$ cat src/rtl/trivium_stream_cipher_w.sv
// Trivium keystream core producing WORD_W keystream bits per clock, XORed onto a
// valid/ready word stream with a single registered output stage and a per-key word budget.
module trivium_stream_cipher_w #(
    parameter int WORD_W      = 8,
    parameter int INIT_ROUNDS = 1152,
    parameter int MAX_WORDS   = 2**20
) (
    input  logic              clk,
    input  logic              rst,
    input  logic              start,
    input  logic [79:0]       key,
    input  logic [79:0]       iv,
    input  logic              in_valid,
    input  logic [WORD_W-1:0] in_data,
    output logic              in_ready,
    output logic              out_valid,
    output logic [WORD_W-1:0] out_data,
    input  logic              out_ready,
    output logic              busy,
    output logic              expired
);

    localparam int INIT_CYCLES = INIT_ROUNDS / WORD_W;
    localparam int ICW         = (INIT_CYCLES > 1) ? $clog2(INIT_CYCLES) : 1;
    localparam int WCW         = $clog2(MAX_WORDS + 1);
    localparam logic [ICW-1:0] INIT_LAST = ICW'(INIT_CYCLES - 1);
    localparam logic [WCW-1:0] WORD_MAX  = WCW'(MAX_WORDS);
    localparam logic [WCW-1:0] WORD_LAST = WCW'(MAX_WORDS - 1);

    typedef enum logic [2:0] {
        S_IDLE,
        S_LOAD,
        S_INIT,
        S_RUN,
        S_EXPIRED
    } state_t;

    state_t            state;
    state_t            state_next;
    logic [287:0]      st;
    logic [287:0]      st_load;
    logic [287:0]      st_adv;
    logic [287:0]      s;
    logic              t1;
    logic              t2;
    logic              t3;
    logic [WORD_W-1:0] z_word;
    logic [ICW-1:0]    init_cnt;
    logic [WCW-1:0]    word_cnt;
    logic              xfer;

    // st[i-1] holds Trivium state bit s(i).
    always_comb begin
        st_load          = '0;
        st_load[79:0]    = key;
        st_load[172:93]  = iv;
        st_load[287:285] = 3'b111;
    end

    // WORD_W rounds unrolled; bit j of z_word comes from round j.
    always_comb begin
        s      = st;
        z_word = '0;
        t1     = 1'b0;
        t2     = 1'b0;
        t3     = 1'b0;
        for (int j = 0; j < WORD_W; j++) begin
            t1        = s[65] ^ s[92];
            t2        = s[161] ^ s[176];
            t3        = s[242] ^ s[287];
            z_word[j] = t1 ^ t2 ^ t3;
            t1        = t1 ^ (s[90] & s[91]) ^ s[170];
            t2        = t2 ^ (s[174] & s[175]) ^ s[263];
            t3        = t3 ^ (s[285] & s[286]) ^ s[68];
            s         = {s[286:177], t2, s[175:93], t1, s[91:0], t3};
        end
        st_adv = s;
    end

    // start masks in_ready so an aborting cycle never looks like an accepted word upstream.
    assign in_ready = (state == S_RUN) && !start && (!out_valid || out_ready);
    assign xfer     = in_valid && in_ready;
    assign busy     = (state == S_LOAD) || (state == S_INIT);
    assign expired  = (state == S_EXPIRED);

    always_ff @(posedge clk or posedge rst) begin
        if (rst) begin
            state <= S_IDLE;
        end else begin
            state <= state_next;
        end
    end

    always_comb begin
        state_next = state;
        if (start) begin
            state_next = S_LOAD;
        end else begin
            case (state)
                S_IDLE:    state_next = S_IDLE;
                S_LOAD:    state_next = S_INIT;
                S_INIT:    if (init_cnt == INIT_LAST) state_next = S_RUN;
                S_RUN:     if (xfer && (word_cnt == WORD_LAST)) state_next = S_EXPIRED;
                S_EXPIRED: state_next = S_EXPIRED;
                default:   state_next = S_IDLE;
            endcase
        end
    end

    always_ff @(posedge clk or posedge rst) begin
        if (rst) begin
            st        <= '0;
            init_cnt  <= '0;
            word_cnt  <= '0;
            out_valid <= 1'b0;
            out_data  <= '0;
        end else if (start) begin
            st        <= st_load;
            init_cnt  <= '0;
            word_cnt  <= '0;
            out_valid <= 1'b0;
        end else begin
            if (state == S_INIT) begin
                st       <= st_adv;
                init_cnt <= init_cnt + 1'b1;
            end else if (xfer) begin
                st <= st_adv;
            end
            if (xfer) begin
                out_data  <= in_data ^ z_word;
                out_valid <= 1'b1;
                if (word_cnt != WORD_MAX) word_cnt <= word_cnt + 1'b1;
            end else if (out_ready) begin
                out_valid <= 1'b0;
            end
        end
    end

endmodule

$ cat config.mk
export PLATFORM = sky130hd
export DESIGN_NAME = trivium_stream_cipher_w
export DESIGN_NICKNAME = d
export VERILOG_FILES = /design/src/rtl/trivium_stream_cipher_w.sv
export SDC_FILE = /design/constraint.sdc
export NUM_CORES = 1
export LEC_CHECK = 0
export ABC_AREA = 1
export BUFFER_PORTS_ARGS = -buffer_cell sky130_fd_sc_hd__buf_2
export CORE_MARGIN = 4
export CORE_UTILIZATION = 45
export DETAILED_ROUTE_END_ITERATION = 10
export PLACE_DENSITY = 0.74
export SYNTH_ARGS = -nofsm -noshare
export SYNTH_HDL_FRONTEND = slang
export SYNTH_SLANG_ARGS = --single-unit
$ cat constraint.sdc
create_clock -name clk -period 15.95 [get_ports clk]
set_input_delay 0.7975 -clock clk [delete_from_list [all_inputs] [get_ports clk]]
set_output_delay 0.7975 -clock clk [all_outputs]
set_load 0.005 [all_outputs]
==> results.txt, run 1 <==
Synth cell types: 34
Switch Pwr: 0.000985 W
H-tree Lvls: 2
Clk pwr share: 31.6%
GR Util All Layers: 20.3%
Initial drt markers: 1145
Antenna Violating Nets Remaining: 0
WL/cell: 15.7 microns
Sw frac: 34.5%
Int Power: 0.00187 W
Max incr delay on CP: 830 ps
Root cell of the clock tree: clkbuf_16
Inserted Clock Buffers: 37
WP data arrival: 4340 ps
Max Freq: 253 MHz
Global-route wire length before repair: 65.2 mm
Die area: 38500 sq um
Worst-skew pair later-pin latency: 530 ps
Yosys warning total: 0
Worst Path Max Fanout: 164
# port buffers: 184
Cell area after synthesis: 15900 sq um
Final Setup Violations: 0
Critical path launch point type: primary input
Worst hold margin: 478 ps
Unrepaired setup endpoints after global routing: no
FP Rows: 68
Global route total overflow: 0
Most common cell after layout, fill and taps aside: nand2_1
Pleak: 8.88 nW
Vias in the first global route: 12800
CP Capture Type: register
Multi-input logic area: 6420 sq um
Number of max-cap violations: 0
Post-synth EDFFs: 0
HP Class: primary input to asynchronous set/reset pin
Reg power frac: 42.3%
Die height: 196 microns
Initial core utilization: 45.9%
Core Area: 34700 sq um
Logic pwr share: 26.1%
GPL Wtd Cong: 0.846
Critical path's slowest cell: buf_4
CTS tree: done
Ports: 185
Slew HR: 31.3%
Crit path buf inv count: 5
Clk buf depth: 3
DR pass1 iterations: 6
Synth Net Count: 2119
Final worst-path cycle share: 24.8%
Status: completed
Slew @ Worst Pin: 1030 ps
Post-route setup TNS: 0 ps
Hold Buf Count CTS: 0
FFs w/ async S/R, synth: 100%
Post-DP HPWL: 25.8 mm
Clock period minus worst slack: 3950 ps
DRC viols: 0
NumNets Final: 2230
Layout cell share with drive strength beyond 1: 13.1%
Main synth FF type: dfrtp_1
Largest net degree at the start of global routing: 193
Seq/Total Area, Yosys: 51.6%
Synth Area per Inst: 8.21 sq um
Mean number of vias per cell: 5.27
Post-synthesis cell count: 1943
Worst-path clk slew: 60 ps
Peak supply drop: 101 uV
Clk sinks: 329
Via count: 13400
Fin. max-slew vios: 0
Final hold vios: 0
Most frequent cells in the layout: nand2_1, dfrtp_1, buf_2
Die Wd: 196 microns
Worst Clk Skew: 25.2 ps
Area Growth Syn to Fin: 13.9%
Pwr per Cell Area: 157 nW/um^2
Cell breakdown of the critical path: buf_4 > inv_8 > nand2_1 > inv_2 > nand2_8 > inv_4 > buf_4 > nor2_1 > nand2_1 > o21ai_0
Delay-heaviest family, CP: buffers and inverters
Post-CTS Setup Repair Bufs: 0
Critical path type: primary input to register
Register area: 8230 sq um
Post-synthesis register bit count: 329
Initial antenna violation count: 4
Post-Route WL: 39.8 mm
Cts repair resizes: 0
# fillers: 3257
CP Data Required Time: 16340 ps
==> worst paths after layout <==
path | to | start | slack (ps) | cells after the start
setup / recovery | st[95]$_DFFE_PP0P_ | start | 12000 | 10
hold / removal | st[21]$_DFFE_PP0P_ | rst | 480 | 2
setup reg to reg | st[95]$_DFFE_PP0P_ | state[1]$_DFFE_PP0P_ | 12640 | 9
hold reg to reg | st[80]$_DFFE_PP0P_ | st[80]$_DFFE_PP0P_ | 480 | 2
max in group asynchronous | st[37]$_DFFE_PP0P_ | rst | 13910 | 3
min in group clk | st[80]$_DFFE_PP0P_ | st[80]$_DFFE_PP0P_ | 480 | 2
==> power groups by stage <==
stage               logic (W)  clock network [W]  registers, W
floorplan            0.000590                  0       0.00117
global placement     0.000718                  0       0.00121
detailed placement   0.000740                  0       0.00122
CTS                  0.000749           0.000920       0.00121
global route         0.000852           0.000956       0.00123
finish               0.000746           0.000902       0.00121
==> synth_stat cells, types with 2 or more instances <==
master / count / area share (%)
nand3_1: 145 / 4.6
o31ai_1: 16 / 0.75
ha_1: 3 / 0.24
a31oi_1: 59 / 2.3
nand2_1: 585 / 14
dfrtp_1: 329 / 52
nand4_1: 6 / 0.24
nor2_2: 3 / 0.12
buf_1: 3 / 0.071
buf_2: 46 / 1.4
or2_2: 8 / 0.31
buf_6: 17 / 1.2
inv_1: 159 / 3.7
clkbuf_1: 44 / 1.0
inv_2: 5 / 0.12
a21oi_1: 31 / 0.97
nor2_1: 132 / 3.1
buf_4: 9 / 0.42
o21ai_1: 31 / 0.97
o211ai_1: 84 / 4.0
o21bai_1: 3 / 0.14
nor3_1: 10 / 0.31
nand2b_1: 2 / 0.078
o21ai_0: 144 / 4.5
xor2_1: 40 / 2.2
xnor2_1: 21 / 1.2
==> per-layer routing <==
layer	track usage [%]	up-vias	routed length (microns)
li1	-	6532	-
met1	28.8	6323	17400
met2	31.6	428	18300
met3	3.47	94	2520
met5	0	-	27
met4	7.47	4	1480
==> worst reg2reg max path: cells and delay by family, from the launching register on <==
| kind | cells | cell delay [ps] |
|---|---|---|
| flops | 1 | 420 |
| simple gates | 5 | 1000 |
| compound gates | 1 | 90 |
| buf+inv | 3 | 1690 |
==> metrics by stage <==
stage	total power [W]	setup WS [ps]	util, %	cell area (sq um)	cells
6_report	0.00285	12000	52.3	18200	2539
5_1_grt	0.00304	11690	52.3	18200	2539
4_1_cts	0.00288	12030	52.3	18100	2537
3_5_place_dp	0.00196	11480	48.6	16900	2470
3_3_place_gp	0.00193	11590	48.6	16900	2470
2_1_floorplan	0.00176	6040	-	15900	1943
==> cell type report <==
type / count / share of cell area (%)
timing repair buffer: 192 / 5.49
inverter: 165 / 3.51
clock inverter: 15 / 1.28
multi-input combinational: 1329 / 35.3
clock buffer: 52 / 5.86
tap: 455 / 3.14
antenna: 2 / 0.0276
sequential: 329 / 45.3
==> logic make-up (layout without fill, tap and decap cells) <==
logic type,after synthesis,after routing,synth area share [%]
compound gates,369,369,13.7
xor+xnor,61,61,3.35
fa+ha+maj,3,3,0.235
buf+inv,285,424,8.16
flops,329,329,51.6
other cells,0,2,0
simple gates,896,896,22.9
==> flip-flops by register name (all words and copies together), names as in the netlist <==
signal     cells
word_cnt      21
out_data       8
init_cnt       8
out_valid      1
st           288
state          3
No activity file was read; power rests on OpenSTA's default activity.
==> inputs of run 2 (changes only) <==
--- a/config.mk
+++ b/config.mk
@@ -5,12 +5,12 @@
 export SDC_FILE = /design/constraint.sdc
 export NUM_CORES = 1
 export LEC_CHECK = 0
-export ABC_AREA = 1
+export ABC_AREA = 0
 export BUFFER_PORTS_ARGS = -buffer_cell sky130_fd_sc_hd__buf_2
 export CORE_MARGIN = 4
 export CORE_UTILIZATION = 45
 export DETAILED_ROUTE_END_ITERATION = 10
-export PLACE_DENSITY = 0.74
+export PLACE_DENSITY = 0.77
 export SYNTH_ARGS = -nofsm -noshare
 export SYNTH_HDL_FRONTEND = slang
 export SYNTH_SLANG_ARGS = --single-unit
==> constraint.sdc (replaced) <==
create_clock -name clk -period 3.6 [get_ports clk]
set_input_delay 0.18 -clock clk [delete_from_list [all_inputs] [get_ports clk]]
set_output_delay 0.18 -clock clk [all_outputs]
set_load 0.005 [all_outputs]
==> results.txt, run 2 <==
Status: finished with violations
Failing checks: hold timing
Post-CTS Setup Repair Bufs: 0 (unchanged)
Worst-path clk slew: 60 ps (about the same)
Area Growth Syn to Fin: 24.1%
Synth area leaders: dfrtp_1, nand2_1, mux2i_1
DR pass1 iterations: 7 (+1)
Max incr delay on CP: 520 ps (-310 ps)
Pleak: 8.90 nW (+0.25%)
Fin. max-slew vios: 0 (unchanged)
Initial drt markers: 920 (-20%)
Antenna Violating Nets Remaining: 0 (unchanged)
Post-route setup slack: 969 ps (-11030 ps)
Clock period minus worst slack: 2630 ps
Largest net degree at the start of global routing: 201 (+4.1%)
Post-route cell area: 19200 sq um (+5.9%)
Via count: 12100 (-9.8%)
H-tree Lvls: 2 (unchanged)
DRC viols: 0 (unchanged)
Tot Pwr: 0.00969 W (+240%)
WL/cell: 16.9 microns (+8.0%)
Reg2reg path depth: 6 (-3)
Mean number of vias per cell: 5.22 (-1.0%)
Post-synthesis register bit count: 329 (unchanged)
Ports: 185 (unchanged)
Hold Buf Count CTS: 143 (+143)
Hold endpoint: st[9]$_DFFE_PP0P_
Post-DP HPWL: 24.6 mm (-4.9%)
Synth Area per Inst: 9.89 sq um (+20%)
Fin cells: 2315 (-8.8%)
Layout cell share with drive strength beyond 1: 14.1% (+0.94 points)
HP Class: primary input to register
Peak supply drop: 398 uV (+290%)
CTS tree: done
Main synth FF type: dfrtp_1
Most frequent cells in the layout: nand2_1, dfrtp_1, buf_2
Post-Route WL: 39.2 mm (-1.5%)
Post-synthesis cell count: 1567 (-19%)
Finished Core Util: 56.9% (+4.6 points)
Final hold vios: 1 (+1)
Slew @ Worst Pin: 1130 ps (+98.1 ps)
Critical path launch point type: register
Worst hold margin: -0.159 ps (-478 ps)
Max Freq: 380 MHz
GPL Wtd Cong: 0.818 (-3.2%)
Clk sinks: 329 (unchanged)
Post-synth top cells: nand2_1, dfrtp_1, mux2i_1, o21ai_1, o21ai_0
Critical path type: register to register
Yosys warning total: 0 (unchanged)
Pwr per Cell Area: 504 nW/um^2 (+220%)
# fillers: 2752 (-16%)
Post-synth EDFFs: 0 (unchanged)
Die Wd: 194 microns (-1.4%)
Worst Path Max Fanout: 200 (+22%)
Vias in the first global route: 12100 (-5.7%)
Worst-skew pair later-pin latency: 510 ps (-20 ps)
Most flop-heavy register: st
Final Setup Violations: 0 (unchanged)
Cell taking the most area after synthesis: dfrtp_1
CP Capture Type: register
Most common cell after layout, fill and taps aside: nand2_1
Clk buf depth: 3 (unchanged)
Worst Clk Skew: 13.6 ps (-11.6 ps)
Worst path most repeated cell: buf_4
Synth Net Count: 1743 (-18%)
Placed instance area: 16700 sq um (-1.0%)
Synth cell types: 46 (+35%)
Core Area: 33800 sq um (-2.7%)
Cell breakdown of the critical path: nor4bb_1 > buf_4 > a311oi_4 > buf_4 > buf_12 > o21ai_0
NumNets Final: 2017 (-9.6%)
Global-route wire length before repair: 64.1 mm (-1.7%)
GR Util All Layers: 20.6% (+0.24 points)
FF-to-FF Start: state[1]$_DFFE_PP0P_
Cell area after synthesis: 15500 sq um (-2.8%)
Global route total overflow: 0 (unchanged)
Critical R2R Capture: st[103]$_DFFE_PP0P_
Inserted Clock Buffers: 35 (-5.4%)
Slew HR: 24.7% (-6.5 points)
FF-to-FF setup slack: 970 ps (-11670 ps)
Most instantiated library cell after synthesis: nand2_1
FP Rows: 67 (-1.5%)
Synth top area share: 53.1% (+1.5 points)
Crit path buf inv count: 3 (-2)
Unrepaired setup endpoints after global routing: no
Seq/Total Area, Yosys: 53.1% (+1.5 points)
Initial antenna violation count: 7 (+3)
Place WS: 1220 ps (-10260 ps)
Die area: 37500 sq um (-2.7%)
# port buffers: 184 (unchanged)
Largest register FFs: 288 (unchanged)
Die height: 194 microns (-1.4%)
Critical path's slowest cell: buf_12
Hold path depth: 3
Initial core utilization: 45.9% (-0.069 points)
Cts repair resizes: 0 (unchanged)
WP data arrival: 2930 ps (-1410 ps)
Top flop regs: st x288, word_cnt x21
Placed cells: 2109 (-15%)
FFs w/ async S/R, synth: 100% (unchanged)
Root cell of the clock tree: clkbuf_16
CP Data Required Time: 3900 ps (-12440 ps)
Number of max-cap violations: 0 (unchanged)
Delay-heaviest family, CP: buffers and inverters
Hold Crit Start: key[9]
Final worst-path cycle share: 73.1%
Critical path depth: 6 (-4)
[run 2: cell types whose count changed in the layout (fill, tap and decap cells not counted), moves of 126 or more]
cell and change:
dlygate4sd3_1 +143, inv_1 -154, mux2i_1 +163, nand2_1 -138, nand3_1 -133, o21ai_1 +126
[run 2: per-stage QoR]
| step | TNS, ps | hold WS [ps] |
|---|---|---|
| floorplan | -320010 | 351 |
| global placement | 0 | 432 |
| detailed placement | 0 | 437 |
| CTS | 0 | 0.308 |
| global route | 0 | 10.5 |
| finish | 0 | -0.159 |
[run 2: layout make-up]
class | count | area (sq um) | share of cell area (%)
multi-input combinational | 1126 | 6710 | 34.9
antenna | 3 | 7.51 | 0.0390
inverter | 6 | 28.8 | 0.150
tap | 448 | 561 | 2.92
clock buffer | 52 | 1040 | 5.42
sequential | 329 | 8230 | 42.8
timing repair buffer | 343 | 2580 | 13.4
clock inverter | 8 | 65.1 | 0.338
[run 2: cell families after synthesis]
group           synth area share (%)
fa+ha+maj                      0.242
mux                             11.0
compound gates                  10.7
flops                           53.1
xor+xnor                        6.57
simple gates                    14.8
buf+inv                         3.58
[run 2: worst max-delay path by stage]
stage          slack [ps]                       to            startpoint
2_1_floorplan        -970  init_cnt[0]$_DFFE_PP0P_                   rst
3_3_place_gp         1300       st[94]$_DFFE_PP0P_  state[0]$_DFFE_PP0P_
3_5_place_dp         1220       st[96]$_DFFE_PP0P_  state[0]$_DFFE_PP0P_
4_1_cts              1190       st[96]$_DFFE_PP0P_  state[0]$_DFFE_PP0P_
5_1_grt               860      st[103]$_DFFE_PP0P_  state[1]$_DFFE_PP0P_
6_report              970      st[103]$_DFFE_PP0P_  state[1]$_DFFE_PP0P_
[run 2: layer usage]
| layer | track usage [%] | vias to the layer above | wire length [microns] |
|---|---|---|---|
| li1 | - | 5834 | - |
| met1 | 28.2 | 5809 | 17100 |
| met2 | 33.1 | 337 | 18600 |
| met3 | 4.52 | 88 | 2280 |
| met4 | 6.35 | 8 | 1180 |
| met5 | 0 | - | 54 |
[run 2: worst min-delay path, stage by stage]
cell	delay, ps
buf_2	80
mux2i_1	60
o21ai_0	150
[run 2: power breakdown]
group	leakage, nW	switching [W]	internal (W)
logic	4.06	0.000901	0.000792
clock network	0.551	0.00142	0.00207
registers	4.28	0.000353	0.00416
total	8.90	0.00267	0.00702
